File: config.mk
export PLATFORM = sky130hd
export DESIGN_NAME = led_output_stage
export DESIGN_NICKNAME = d
export VERILOG_FILES = /design/src/rtl/project_pkg.sv /design/src/rtl/led_tick_gen.sv /design/src/rtl/led_output_stage.sv
export SDC_FILE = /design/constraint.sdc
export NUM_CORES = 1
export LEC_CHECK = 0
export CORE_MARGIN = 8
export CORE_UTILIZATION = 60
export DETAILED_ROUTE_END_ITERATION = 6
export GPL_TIMING_DRIVEN = 0
export PLACE_DENSITY = 0.82
export SYNTH_ARGS = -nofsm -noshare
export SYNTH_HDL_FRONTEND = slang
export SYNTH_SLANG_ARGS = --single-unit
File: constraint.sdc
create_clock -name clk -period 4.86 [get_ports clk]
set_input_delay 0.486 -clock clk [delete_from_list [all_inputs] [get_ports clk]]
set_output_delay 0.486 -clock clk [all_outputs]
set_load 0.05 [all_outputs]
File: src/rtl/project_pkg.sv
// project_pkg: shared LED error-display types and constants.
// Holds led_err_state_t, the error bit index and the PWM slot count.
package project_pkg;
  typedef enum logic [1:0] {
    ERR_IDLE  = 2'd0,
    ERR_ON    = 2'd1,
    ERR_DECAY = 2'd2
  } led_err_state_t;
  localparam int LED_ERR_BIT   = 0;
  localparam int LED_PWM_SLOTS = 16;
endpackage

File: src/rtl/led_tick_gen.sv
// led_tick_gen: divide-by-N counter producing a 1-cycle tick every N enabled cycles.
// Ports: clk, rst_n (async active-low), clr (sync clear to 0), en (count enable), tick (1-cycle pulse).
module led_tick_gen #(
  parameter int N = 2
) (
  input  logic clk,
  input  logic rst_n,
  input  logic clr,
  input  logic en,
  output logic tick
);
  localparam int W = (N > 1) ? $clog2(N) : 1;
  logic [W-1:0] cnt;
  if (N < 1) begin : g_bad_period
    $error("led_tick_gen: period must be at least 1 cycle");
  end
  assign tick = en && (cnt == W'(N - 1));
  always_ff @(posedge clk or negedge rst_n)
    if (!rst_n) cnt <= '0;
    else if (clr || tick) cnt <= '0;
    else if (en) cnt <= cnt + 1'b1;
endmodule

File: src/rtl/led_output_stage.sv
// led_output_stage: registered LED pin driver that stretches error pulses into a timed blink on LED[0].
// Ports: clk, rst_n (async active-low), led_status[15:0] (bit 0 = error flag),
//        err_ack (early clear of a decaying error), led_out[15:0] (registered pins),
//        err_active (error display running).
// Optional: define LED_PWM_DIM_EN to dim bits 15:1 to DIM_DUTY of 16 PWM slots.
module led_output_stage
  import project_pkg::*;
#(
  parameter int CLK_FREQ_HZ = 100_000_000,
  parameter int BLINK_HZ    = 2,
  parameter int ERR_HOLD_MS = 3000,
  parameter int DIM_DUTY    = 4
) (
  input  logic        clk,
  input  logic        rst_n,
  input  logic [15:0] led_status,
  input  logic        err_ack,
  output logic [15:0] led_out,
  output logic        err_active
);
  localparam int MS_DIV    = CLK_FREQ_HZ / 1000;
  localparam int BLINK_DIV = (BLINK_HZ > 0) ? CLK_FREQ_HZ / (2 * BLINK_HZ) : 0;
  localparam int HW        = (ERR_HOLD_MS > 1) ? $clog2(ERR_HOLD_MS) : 1;
  localparam logic [HW-1:0] HOLD_INIT = HW'(ERR_HOLD_MS - 1);
  if (ERR_HOLD_MS < 1) begin : g_bad_hold
    $error("led_output_stage: ERR_HOLD_MS must be at least 1");
  end
  if (DIM_DUTY < 0 || DIM_DUTY > LED_PWM_SLOTS) begin : g_bad_duty
    $error("led_output_stage: DIM_DUTY out of range");
  end
  logic [15:0]    stat_q;
  logic           ack_q;
  logic           err_bit;
  led_err_state_t state, state_nx;
  logic [HW-1:0]  hold_cnt, hold_nx;
  logic           blink_phase, phase_nx;
  logic           err_nx;
  logic           ms_tick, ms_clr;
  logic           blink_tick, blink_clr;
  logic           dim_on;
  assign err_bit = stat_q[LED_ERR_BIT];
  // The ms prescaler restarts on entry to decay so the hold time is exact.
  led_tick_gen #(.N(MS_DIV)) u_ms_tick (
    .clk  (clk),
    .rst_n(rst_n),
    .clr  (ms_clr),
    .en   (1'b1),
    .tick (ms_tick)
  );
  // The blink counter only advances while the display is active and restarts on a fresh error.
  led_tick_gen #(.N(BLINK_DIV)) u_blink_tick (
    .clk  (clk),
    .rst_n(rst_n),
    .clr  (blink_clr),
    .en   (err_active),
    .tick (blink_tick)
  );
  always_comb begin
    state_nx = state;
    hold_nx  = hold_cnt;
    ms_clr   = 1'b0;
    case (state)
      ERR_IDLE:  if (err_bit) state_nx = ERR_ON;
      ERR_ON:    if (!err_bit) begin
                   state_nx = ERR_DECAY;
                   hold_nx  = HOLD_INIT;
                   ms_clr   = 1'b1;
                 end
      ERR_DECAY: if (err_bit) state_nx = ERR_ON;
                 else if (ack_q) state_nx = ERR_IDLE;
                 else if (ms_tick) begin
                   if (hold_cnt == '0) state_nx = ERR_IDLE;
                   else hold_nx = hold_cnt - 1'b1;
                 end
      default:   state_nx = ERR_IDLE;
    endcase
  end
  assign blink_clr = (state == ERR_IDLE) && err_bit;
  assign phase_nx  = blink_clr ? 1'b1 : blink_tick ? ~blink_phase : blink_phase;
  assign err_nx    = (state_nx != ERR_IDLE);
`ifdef LED_PWM_DIM_EN
  localparam int SW = $clog2(LED_PWM_SLOTS);
  logic [SW-1:0] slot;
  always_ff @(posedge clk or negedge rst_n)
    if (!rst_n) slot <= '0;
    else slot <= slot + 1'b1;
  assign dim_on = {1'b0, slot} < (SW + 1)'(DIM_DUTY);
`else
  assign dim_on = 1'b1;
`endif
  always_ff @(posedge clk or negedge rst_n)
    if (!rst_n) begin
      stat_q      <= '0;
      ack_q       <= 1'b0;
      state       <= ERR_IDLE;
      hold_cnt    <= '0;
      blink_phase <= 1'b0;
      err_active  <= 1'b0;
      led_out     <= '0;
    end else begin
      stat_q      <= led_status;
      ack_q       <= err_ack;
      state       <= state_nx;
      hold_cnt    <= hold_nx;
      blink_phase <= phase_nx;
      err_active  <= err_nx;
      led_out     <= {stat_q[15:1] & {15{dim_on}}, err_nx & phase_nx};
    end
endmodule
---- Word level (Yosys, flattened, before mapping) ----
Cells that the tools add are included.
storage, ports and cells
  register bits ........................... 91
  output and inout port bits .............. 17
  word-level logic and storage cells ...... 53
operators by class
  $add $sub $neg .......................... 3
  equal/unequal tests ..................... 9
  multiplexer cells ....................... 20
  bitwise operators ....................... 2
  reduce and logical (&&, ||, !) cells .... 10
operators by type and width
  cell                                                   count
  2-to-1 mux 12 bit                                      5
  2-to-1 mux 25 bit                                      2
  adder 25 x 1 -> 25 bit, second input constant          1
  == test 25 bit, second input constant                  1
  case mux 12 bit (2 select lines)                       1
  adder 17 x 1 -> 17 bit, second input constant          1
  == test 17 bit, second input constant                  1
  2-to-1 mux 17 bit                                      1
  logical NOT 12 bit                                     1
  2-to-1 mux 2 bit                                       6
  subtractor 12 x 1 -> 12 bit, second input constant     1
  inequality test 2 bit, second input constant           4
  case mux 2 bit (3 select lines)                        1
  AND reduction 6 bit                                    1
  nonzero test 2 bit                                     3
  2-to-1 mux 1 bit                                       4
  == test 2 x 1 -> 1 bit, second input constant          1
  == test 2 bit, second input constant                   1
  logical AND 1 bit                                      2
  logical NOT 2 bit                                      1
  logical OR 1 bit                                       2
  inequality test 2 x 1 -> 1 bit, second input constant  1
  AND 1 bit                                              1
  inverter 1 bit                                         1

---- Depth between registers and ports, before layout ----
  depth in word-level cells ............... 8
  mapped depth ............................ 9
  gate-level depth less buffers ........... 7

---- Cells and area by module ----
From an unflattened synthesis, not the netlist that was laid out.
second synthesis, totals
  cell total of the unflattened synthesis .. 350
  area, all modules ....................... 3896.2 sq um
by module, submodules not included
  module                       instances  cells an instance  area an instance (sq um)  sequential area each (sq um)
  led_output_stage             1          123                1705.4                    1226.2
  led_tick_gen (u_blink_tick)  1          137                1302.5                    625.6
  led_tick_gen (u_ms_tick)     1          90                 888.4                     425.4

---- Least setup slack after synthesis ----
No wires, ideal clock.
  path kind ............................... flip-flop to flip-flop
  start ................................... register u_ms_tick.cnt[12]
  end ..................................... register hold_cnt[9]
  library setup time ...................... 69 ps
  arrival ................................. 2097 ps
  data required time ...................... 4791 ps
  setup slack ............................. 2694 ps
  stages on the path, launching flop included .. 7
  path through ............................ dfrtp_1 > or4b_4 > nor4_4 > o211ai_2 > buf_6 > or4_1 > nand3_1
between the ends
  longest elaborated chain between the ends .. 3
RTL lines
  item                                             line                     RTL
  start: declaration                               led_tick_gen.sv:13       logic [W-1:0] cnt;
  start signal: assignment                         led_tick_gen.sv:21       else if (en) cnt <= cnt + 1'b1;
  == test 17 bit                                   led_tick_gen.sv:17       assign tick = en && (cnt == W'(N - 1));
  inequality test 2 x 1 -> 1 bit (no source line)  n/a
  AND reduction 6 bit (no source line)             n/a
  end signal: assignment                           led_output_stage.sv:104  hold_cnt <= hold_nx;
  end: declaration                                 led_output_stage.sv:35   logic [HW-1:0] hold_cnt, hold_nx;
Every way passes these cells.
A chain may end at the register's enable or synchronous reset.

---- Final worst setup path ----
Ends and elaborated chain as after synthesis.

==> flow_summary.ini <==
[status]
outcome = finished, final reports clean

[job]
max-cap-violations = 0

[synthesis]
synth_warnings = 0
yosysUniqueCellTypes = 45
asyncSetResetFlopFracSynth_pct = 100.0
synth_cells = 337
synthDominantCellAreaShare_pct = 60.28
synth_top_cells_by_count = dfrtp_1 (91), nor2_1 (52), xor2_1 (25)
synth.net_count = 359
synth_edf_count = 0
synth_seq_area_share_pct = 60.28
ys_top_cells_by_area = dfrtp_1 (60%), xor2_1 (5.8%), nor2_1 (5.2%)
yosysMostFrequentCell = dfrtp_1
synth_area_leader_cell = dfrtp_1
synth-seq-cells = 91
syn_area_per_cell_um2 = 11.21
cell_area_after_synthesis_mm2 = 0.003777
postSynth.topFlopCell = dfrtp_1

[grt]
number_of_global_route_vias_before_repair = 2581
maximum_number_of_pins_on_one_net_before_global_route_repair = 71
globalRouteTotalUtil_pct = 15.83
groute.layer.met1.usage_pct = 18.48
initial_antenna_violation_count = 0
met2_usage_pct = 25.78
grt_first_pass_wirelength_um = 11230
grtUsageMet3_pct = 5.118
top_usage_layer = met2
globalRoute.totalOverflow = 0

[die]
die_w_um = 95.35
die_area_mm2 = 0.009091
num_rows = 29
chipHeight_um = 95.35
io_pins = 36
initial_utilization_pct = 60.88
design.core.area_mm2 = 0.006205

[clock_network]
cts.repair.resized = 0
post_cts.repair.setup_buffers = 0
clkSlewWorstSetupHoldPaths_ps = 90
clk_latency_ps = 350
htree_num_levels = 3
clk_path_buf_depth = 2
cts_num_sinks = 91
cts-buffers-inserted = 9
cts_tree = yes
hold_bufs_at_cts = 0
clock-root-buffer = clkbuf_8

[placement]
dp_hpwl_um = 4735
portBuffers = 35
gpl_wtd_cong = 0.8394

[sta]
achievable-frequency_mhz = 433.4
timing.setup.tns_ps = 0
finClkSkew_ps = 14.33
slew_violations = 0
grt_setup_unrepaired = no
min_period_ps = 2307
min_period_over_period_pct = 47.48
finalHoldViolCount = 0
count_of_endpoints_failing_setup_in_the_final_report = 0
timing.max_slew.rel_slack_pct = 33.94
worst_slew_pin_slew_ps = 981.8

[worst_setup_path]
worstSetupPathType = flip-flop to flip-flop
cp.arrival_ps = 2580
worst_r2r_startpoint = u_ms_tick.cnt[12]
critical_path.endpoint_type = flip-flop
crit_path_start_kind = flip-flop
startpoint = u_ms_tick.cnt[12]
worst-path-max-fanout = 10
required_ps = 5140

[detailed_routing]
totalWireLength_um = 6519
drc = 0
antenna_violating_nets_post_route = 0
via_per_inst = 5.468
detail_routed_net_length_per_standard_cell_um = 13.99
detailedRoute.firstIterationViolations = 107
first_pass_iters = 4
vias = 2548

[power_and_ir_drop]
max-vdd-ir-drop_v = 0.0002449
report.power.total_mw = 1.487
power_per_cell_area_mw_per_mm2 = 335.4
power_leakage_nw = 1.904
p_sw_uw = 414.4
power.internal_mw = 1.073
combinational_share_of_power_pct = 11.8
switching_share_pct = 27.87
power_frac_seq_pct = 56.9
clock_power_share_pct = 31.3

[cells_and_area]
area_growth_syn_to_layout_pct = 17.36
nFillCells = 433
layout.nets = 406
antenna_cells_inserted = 0
final_layout_size_suffix_gt1_share_pct = 7.455
final-seq-area_mm2 = 0.002277
area_of_combinational_cells_with_multiple_inputs_mm2 = 0.001426
layout.core_utilization_pct = 71.45

[min_path]
worst_hold_path_type = input port to asynchronous set/reset pin
-- cells by family (layout without fill, tap and decap cells) --
logic type	count (synthesis)	after routing	synth area share, %
simple gates	157	157	22.49
flops	91	91	60.28
xor+xnor	39	39	9.043
compound gates	29	29	4.969
buf+inv	17	69	1.955
fa+ha+maj	3	3	0.9938
mux	1	1	0.2650
-- metal layers --
metal,wire length [µm],up-vias
met5,0,-
met4,82,0
met3,374,7
met2,3183,47
met1,2877,1223
li1,-,1271
-- sequential cells by signal, indices dropped and copies added (netlist names) --
register,cells
ack_q,1
blink_phase,1
err_active,1
hold_cnt,12
led_out,16
stat_q,16
state,2
u_blink_tick.cnt,25
u_ms_tick.cnt,17
-- area by class of cell --
type | instances | area share (%)
Sequential cell | 91 | 51.37
Clock inverter | 6 | 1.270
Buffer | 10 | 1.073
Tap cell | 77 | 2.173
Inverter | 7 | 0.5927
Timing Repair Buffer | 36 | 8.467
Multi-Input combinational cell | 229 | 32.18
Clock buffer | 10 | 2.879
-- through the flow --
step           instance area, µm²  hold WS, ps  cells  setup slack [ps]
2_1_floorplan                3777        190.4    337              2694
6_report                     4433        14.97    466              2553
3_5_place_dp                 4249        335.6    450              2561
5_1_grt                      4433        16.43    466              2371
3_3_place_gp                 4224        331.1    449             184.1
4_1_cts                      4433        3.528    466              2546
-- layout by cell type (no fill, tap or decap), drive strengths merged, types with 7 or more instances in the layout --
cell            n
inv            10
xnor2          14
xor2           25
clkdlybuf4s50  34
a21oi          10
clkbuf         17
and3           11
nand2          18
dfrtp          91
nand4          18
o21ai           8
nor3            7
nand3          11
nor2           52
-- power by group through the flow --
stage / clock, mW / sequential (mW) / combinational [mW]
2_1_floorplan: 0 / 0.881 / 0.0819
3_3_place_gp: 0 / 0.858 / 0.168
3_5_place_dp: 0 / 0.860 / 0.177
4_1_cts: 0.483 / 0.846 / 0.179
5_1_grt: 0.513 / 0.855 / 0.195
6_report: 0.465 / 0.846 / 0.176
-- worst max-delay path, stage by stage (launching register included) --
cell and delay, ps:
dfrtp_1 430, or4b_4 560, nor4_4 420, o211ai_2 130
buf_6 150, or4_1 460, nand3_1 90
-- worst paths after layout --
kind / endpoint / slack [ps] / cells after the start
worst min-delay path: u_blink_tick.cnt[10] / 10 / 1
min in group clk: led_out[8] / 350 / 0
worst min register to register: led_out[8] / 350 / 0
max in group asynchronous: u_ms_tick.cnt[13] / 4230 / 2
worst max register to register: hold_cnt[9] / 2550 / 6
worst max-delay path: hold_cnt[9] / 2550 / 6
Note: power is estimated with default switching activity, not from simulation.
